===== config.mk =====
export PLATFORM = sky130hd
export DESIGN_NAME = mem_port_arbiter
export DESIGN_NICKNAME = d
export VERILOG_FILES = /design/src/rtl/mem_port_arbiter_pkg.sv /design/src/rtl/arb_wdog.sv /design/src/rtl/mem_port_arbiter.sv
export SDC_FILE = /design/constraint.sdc
export NUM_CORES = 1
export LEC_CHECK = 0
export ABC_AREA = 1
export CAP_MARGIN = 20
export CORE_MARGIN = 2
export CORE_UTILIZATION = 35
export CTS_BUF_LIST = sky130_fd_sc_hd__clkbuf_16
export CTS_CLUSTER_SIZE = 30
export DETAILED_ROUTE_END_ITERATION = 8
export DONT_BUFFER_PORTS = 1
export RECOVER_POWER = 100
export SLEW_MARGIN = 20
export SYNTH_ARGS = -nofsm -noshare
export SYNTH_HDL_FRONTEND = slang
export SYNTH_SLANG_ARGS = --single-unit

===== constraint.sdc =====
create_clock -name clk -period 2.15 [get_ports clk]
set_clock_uncertainty 0.1 [all_clocks]
set_input_delay 0.43 -clock clk [delete_from_list [all_inputs] [get_ports clk]]
set_output_delay 0.43 -clock clk [all_outputs]
set_load 0.05 [all_outputs]

===== src/rtl/mem_port_arbiter_pkg.sv =====
// Shared types and constants for the instruction/data memory port arbiter.
package mem_port_arbiter_pkg;

    // Arbiter sequencing states (3-bit encoding shared with the core build).
    typedef enum logic [2:0] {
        StArb   = 3'd0,
        StData  = 3'd1,
        StFetch = 3'd2,
        StGap   = 3'd3,
        StRel   = 3'd4
    } arb_state_e;

    // Value loaded into a destination register when its transfer is abandoned.
    localparam logic [31:0] ZeroData = 32'h0000_0000;

endpackage


===== src/rtl/arb_wdog.sv =====
// Transfer watchdog: counts un-acknowledged request cycles and flags expiry
// on the cycle the count would reach TIMEOUT. TIMEOUT=0 disables expiry.
module arb_wdog #(
    parameter int unsigned TIMEOUT = 16,
    parameter int unsigned TO_W    = 5
) (
    input  logic clk,
    input  logic rst,
    input  logic clr_i,
    input  logic inc_i,
    output logic expired_o
);

    localparam logic [TO_W-1:0] LastCnt = TO_W'((TIMEOUT == 0) ? 0 : TIMEOUT - 1);
    localparam logic [TO_W-1:0] MaxCnt  = '1;

    logic [TO_W-1:0] cnt_q, cnt_d;

    // Next count: clear on a new request, otherwise saturating increment while waiting.
    always_comb begin
        cnt_d = cnt_q;
        if (clr_i) begin
            cnt_d = '0;
        end else if (inc_i && (cnt_q != MaxCnt)) begin
            cnt_d = cnt_q + 1'b1;
        end
        // An ack in the same cycle suppresses inc_i, so a late ack still wins.
        expired_o = (TIMEOUT != 0) && inc_i && !clr_i && (cnt_q == LastCnt);
    end

    // Count register with synchronous active-low reset.
    always_ff @(posedge clk) begin
        if (!rst) begin
            cnt_q <= '0;
        end else begin
            cnt_q <= cnt_d;
        end
    end

endmodule


===== src/rtl/mem_port_arbiter.sv =====
// Shares one single-port memory between instruction fetch and data access.
// Each core step runs an optional data transfer then a fetch, holding the core
// paused until both results are latched, then releases it for one cycle.
module mem_port_arbiter
    import mem_port_arbiter_pkg::*;
#(
    parameter int unsigned TIMEOUT = 16,
    parameter int unsigned TO_W    = 5
) (
    input  logic        clk,
    input  logic        rst,
    input  logic [31:0] i_addr_i,
    output logic [31:0] ins_o,
    input  logic        d_req_i,
    input  logic [31:0] d_addr_i,
    input  logic [3:0]  d_we_i,
    input  logic [31:0] d_dout_i,
    output logic [31:0] d_din_o,
    output logic        pause_o,
    output logic        mem_req_o,
    output logic [31:0] mem_addr_o,
    output logic [3:0]  mem_we_o,
    output logic [31:0] mem_dout_o,
    input  logic [31:0] mem_din_i,
    input  logic        mem_ack_i,
    output logic        bus_err_o,
    output logic [31:0] err_addr_o
);

    arb_state_e  state_q, state_d;
    logic        pause_q, pause_d;
    logic        mem_req_q, mem_req_d;
    logic [31:0] mem_addr_q, mem_addr_d;
    logic [3:0]  mem_we_q, mem_we_d;
    logic [31:0] mem_dout_q, mem_dout_d;
    logic [31:0] ins_q, ins_d;
    logic [31:0] d_din_q, d_din_d;
    logic        bus_err_q, bus_err_d;
    logic [31:0] err_addr_q, err_addr_d;
    logic [31:0] hold_iaddr_q, hold_iaddr_d;
    logic [3:0]  hold_we_q, hold_we_d;
    logic        gap_data_q, gap_data_d;  // ST_GAP entered from a data timeout

    logic xfer_done;
    logic wd_clr;
    logic wd_inc;
    logic wd_expired;

    assign xfer_done = mem_req_q & mem_ack_i;
    assign wd_inc    = mem_req_q & ~mem_ack_i;

    arb_wdog #(
        .TIMEOUT (TIMEOUT),
        .TO_W    (TO_W)
    ) u_wdog (
        .clk       (clk),
        .rst       (rst),
        .clr_i     (wd_clr),
        .inc_i     (wd_inc),
        .expired_o (wd_expired)
    );

    // Next-state and next-output logic for the step sequencer.
    always_comb begin
        state_d      = state_q;
        mem_req_d    = mem_req_q;
        mem_addr_d   = mem_addr_q;
        mem_we_d     = mem_we_q;
        mem_dout_d   = mem_dout_q;
        ins_d        = ins_q;
        d_din_d      = d_din_q;
        bus_err_d    = bus_err_q;
        err_addr_d   = err_addr_q;
        hold_iaddr_d = hold_iaddr_q;
        hold_we_d    = hold_we_q;
        gap_data_d   = gap_data_q;
        wd_clr       = 1'b0;

        unique case (state_q)
            StArb: begin
                hold_iaddr_d = i_addr_i;
                hold_we_d    = d_we_i;
                mem_req_d    = 1'b1;
                wd_clr       = 1'b1;
                if (d_req_i) begin
                    mem_addr_d = d_addr_i;
                    mem_we_d   = d_we_i;
                    mem_dout_d = d_dout_i;
                    state_d    = StData;
                end else begin
                    mem_addr_d = i_addr_i;
                    mem_we_d   = 4'b0000;
                    state_d    = StFetch;
                end
            end
            StData: begin
                if (xfer_done) begin
                    if (hold_we_q == 4'b0000) begin
                        d_din_d = mem_din_i;
                    end
                    // Fetch follows back-to-back with req held high.
                    mem_addr_d = hold_iaddr_q;
                    mem_we_d   = 4'b0000;
                    wd_clr     = 1'b1;
                    state_d    = StFetch;
                end else if (wd_expired) begin
                    if (hold_we_q == 4'b0000) begin
                        d_din_d = ZeroData;
                    end
                    bus_err_d = 1'b1;
                    if (!bus_err_q) begin
                        err_addr_d = mem_addr_q;
                    end
                    mem_req_d  = 1'b0;
                    gap_data_d = 1'b1;
                    state_d    = StGap;
                end
            end
            StFetch: begin
                if (xfer_done) begin
                    ins_d     = mem_din_i;
                    mem_req_d = 1'b0;
                    mem_we_d  = 4'b0000;
                    state_d   = StRel;
                end else if (wd_expired) begin
                    ins_d     = ZeroData;
                    bus_err_d = 1'b1;
                    if (!bus_err_q) begin
                        err_addr_d = mem_addr_q;
                    end
                    mem_req_d  = 1'b0;
                    gap_data_d = 1'b0;
                    state_d    = StGap;
                end
            end
            StGap: begin
                // One idle cycle so a late ack from the abandoned transfer is dropped.
                if (gap_data_q) begin
                    mem_addr_d = hold_iaddr_q;
                    mem_we_d   = 4'b0000;
                    mem_req_d  = 1'b1;
                    wd_clr     = 1'b1;
                    state_d    = StFetch;
                end else begin
                    state_d = StRel;
                end
            end
            StRel: begin
                state_d = StArb;
            end
            default: begin
                state_d = StArb;
            end
        endcase

        pause_d = (state_d != StRel);
    end

    // State and output registers with synchronous active-low reset.
    always_ff @(posedge clk) begin
        if (!rst) begin
            state_q      <= StArb;
            pause_q      <= 1'b1;
            mem_req_q    <= 1'b0;
            mem_addr_q   <= '0;
            mem_we_q     <= '0;
            mem_dout_q   <= '0;
            ins_q        <= '0;
            d_din_q      <= '0;
            bus_err_q    <= 1'b0;
            err_addr_q   <= '0;
            hold_iaddr_q <= '0;
            hold_we_q    <= '0;
            gap_data_q   <= 1'b0;
        end else begin
            state_q      <= state_d;
            pause_q      <= pause_d;
            mem_req_q    <= mem_req_d;
            mem_addr_q   <= mem_addr_d;
            mem_we_q     <= mem_we_d;
            mem_dout_q   <= mem_dout_d;
            ins_q        <= ins_d;
            d_din_q      <= d_din_d;
            bus_err_q    <= bus_err_d;
            err_addr_q   <= err_addr_d;
            hold_iaddr_q <= hold_iaddr_d;
            hold_we_q    <= hold_we_d;
            gap_data_q   <= gap_data_d;
        end
    end

    assign pause_o    = pause_q;
    assign mem_req_o  = mem_req_q;
    assign mem_addr_o = mem_addr_q;
    assign mem_we_o   = mem_we_q;
    assign mem_dout_o = mem_dout_q;
    assign ins_o      = ins_q;
    assign d_din_o    = d_din_q;
    assign bus_err_o  = bus_err_q;
    assign err_addr_o = err_addr_q;

endmodule


==> flow_metrics.py <==
metrics = {
    "finish": {
        "seqCellArea_um2": 4240,
        "fin_area_um2": 10300,
        "area.growth.synth_to_final_pct": 22.8,
        "final_nets": 1340,
        "postLayoutCoreUtil": 0.439,
        "n_fill_cell": 2345,
        "multi_input_area_um2": 3510,
        "drive_gt1_frac": 0.0699,
        "diodes": 0,
    },
    "synthesis": {
        "netlist_instances": 1148,
        "syn_area_um2": 8420,
        "syn_area_per_cell_um2": 7.33,
        "netlist.area_leader.share": 0.504,
        "synth.net_count": 1287,
        "synth_cell_type_count": 25,
        "synth_top_family_by_area": "simple AND/OR/NAND/NOR gates",
        "synthMuxAreaShare": 0,
        "synth_compound_area_frac": 0.173,
        "synthArstFlopShare": 0,
        "yosysMostFrequentCell": "nand2_1",
        "synth_commonest_cells": "nand2_1, dfxtp_1, a21oi_1",
        "yosys.area_share.xor_xnor": 0.00104,
        "synth-edff-count": 0,
        "synthFlopType": "dfxtp_1",
        "synthAdderAreaFrac": 0.00446,
        "yosysTopAreaCell": "dfxtp_1",
        "ys_ff_latch": 212,
        "ys_warn_count": 0,
        "yosysSeqAreaShare": 0.504,
        "synth-simple-area-share": 0.237,
        "synth_area_leaders": "dfxtp_1, nand2_1, a21oi_1, nor2_1, o21ai_0",
    },
    "pwr": {
        "powerDensity_nw_per_um2": 1020,
        "ir_drop_mv": 0.625,
        "p_leak_nw": 4.15,
    },
    "critical_path": {
        "path_max_fanout": 32,
        "critPathKind": "reg2reg",
        "arrival_ns": 2.24,
        "crit_required_ns": 2.42,
        "cp-start-kind": "register",
        "worstSetupEndpointType": "register",
    },
    "global_route": {
        "grt_max_degree": 106,
        "gr-total-overflow": 0,
        "grt_pass1_vias": 7397,
        "grtUsageTotal": 0.191,
        "antenna_found_initial": 0,
        "grt_pass1_wl_mm": 40.1,
    },
    "clock_tree": {
        "clk_pin_slew_ns": 0.06,
        "clockBufferDepth": 3,
        "cts_setup_buffers": 0,
        "h-tree-depth": 1,
        "cts_tree": "built",
        "cts_root_buf": "clkbuf_16",
        "cts_buffers": 24,
        "clkLatencyLatePin_ns": 0.51,
        "clock-sinks": 212,
    },
    "sta": {
        "hold_violations": 0,
        "setup_viol": 0,
        "final.setup.tns_ns": 0,
        "setup_slack_ns": 0.176,
        "slew_headroom": 0.535,
        "fmax_ghz": 0.506,
        "final.period_utilization": 0.918,
        "whs_ns": 0.0166,
        "grt_setup_unrepaired": "no",
        "drv_slew": 0,
        "worst_pin_slew_ns": 0.697,
        "finalCriticalPeriod_ns": 1.97,
    },
    "detailed_routing": {
        "drt_iter0_markers": 413,
        "vias": 7583,
        "dr.pass1.iters": 4,
        "post-route-drc-count": 0,
        "vias_per_cell": 4.94,
        "wl_per_cell_um": 16.4,
        "ant_nets": 0,
        "wl_mm": 25.2,
    },
    "place": {
        "post_dp_cell_area_um2": 8680,
        "gp_congestion": 0.807,
        "dp_hpwl_mm": 15.9,
        "dpl_worst_slack_ns": 0.0657,
        "io_buffer_count": 0,
    },
    "floorplanning": {
        "fp.dieH_um": 159,
        "core.rowCount": 56,
        "die_x_um": 159,
        "initial_utilization": 0.357,
        "dieArea_um2": 25300,
        "io_pins": 303,
        "coreArea_um2": 23500,
    },
    "run_status": {
        "status": "complete, no violations",
    },
    "worst_hold_path": {
        "hold_class": "in2reg",
    },
    "run": {
        "maxCapViolations": 0,
    },
}
stage by stage:
| step | total power, mW | instances |
|---|---|---|
| floorplan | 6.03 | 1148 |
| global placement | 6.32 | 1410 |
| detailed placement | 6.34 | 1410 |
| CTS | 10.7 | 1535 |
| global route | 11.0 | 1535 |
| finish | 10.5 | 1535 |
where the power goes:
group          leakage (nW)  internal, mW  switching, mW  total (mW)
Combinational          2.03         0.461          0.799        1.26
Clock                 0.388          2.47           1.65        4.12
Sequential             1.73          4.24          0.918        5.16
sequential cells by signal, indices dropped and copies added (netlist names):
| register | cells |
|---|---|
| ins_o | 32 |
| u_wdog.cnt_q | 5 |
| state_q | 3 |
| gap_data_q | 1 |
| pause_o | 1 |
| bus_err_o | 1 |
| hold_we_q | 4 |
| mem_we_o | 4 |
| err_addr_o | 32 |
| mem_req_o | 1 |
| hold_iaddr_q | 32 |
| d_din_o | 32 |
| mem_addr_o | 32 |
| mem_dout_o | 32 |
layout by cell type, fill, tap and decap left out, drive strengths merged:
| cell type | n |
|---|---|
| buf | 16 |
| a31oi | 6 |
| inv | 80 |
| nor3 | 1 |
| ha | 3 |
| nand2 | 328 |
| o21ai | 76 |
| bufinv | 3 |
| nand3 | 39 |
| dlygate4sd3 | 82 |
| dfxtp | 212 |
| clkinv | 10 |
| clkinvlp | 3 |
| or2 | 2 |
| a211oi | 27 |
| nand4 | 5 |
| o211ai | 1 |
| clkbuf | 34 |
| xor2 | 1 |
| nor2 | 124 |
| nor3b | 2 |
| a21oi | 161 |
final timing paths:
path / startpoint / to / slack, ns / cells past startpoint
max: u_wdog.cnt_q[1] / ins_o[9] / 0.18 / 12
max reg2reg: u_wdog.cnt_q[1] / ins_o[9] / 0.18 / 12
min reg2reg: hold_iaddr_q[3] / hold_iaddr_q[3] / 0.35 / 2
min: i_addr_i[20] / hold_iaddr_q[20] / 0.02 / 2
worst max-delay path, cell delays in order, from the launching register on:
cell	delay [ns]
dfxtp_1	0.35
ha_1	0.15
inv_1	0.05
nor2_1	0.15
ha_1	0.17
inv_1	0.06
nor2_4	0.14
nand4_1	0.15
nand2_2	0.11
nand2_2	0.06
buf_12	0.18
nand2_1	0.08
a21oi_1	0.07
cell families (layout without fill, tap and decap cells):
| family | count (synthesis) | in the layout |
|---|---|---|
| AO/OA/AOI/OAI | 271 | 271 |
| flip-flops | 212 | 212 |
| AND/OR/NAND/NOR | 501 | 501 |
| adder cells (fa/ha/maj) | 3 | 3 |
| buffers and inverters | 160 | 228 |
| XOR/XNOR | 1 | 1 |
routing by layer:
layer / track usage / share of wire
met1: 0.236 / 0.42
met2: 0.321 / 0.46
met3: 0.0586 / 0.091
met4: 0.0587 / 0.025
met5: 0 / 0
layout make-up:
class                      instances  share of cell area
sequential                       212               0.411
multi-input combinational        776               0.340
timing repair buffer             107               0.105
clock buffer                      25              0.0606
tap                              319              0.0386
inverter                          80              0.0293
clock inverter                    16              0.0163
timing repair:
item	4_1_cts	5_1_grt
endpoints found under the hold margin	202	0
setup endpoints to repair	0	74
hold buffers	84	0
gates resized for setup	0	5
Note: power is estimated with default switching activity, not from simulation.
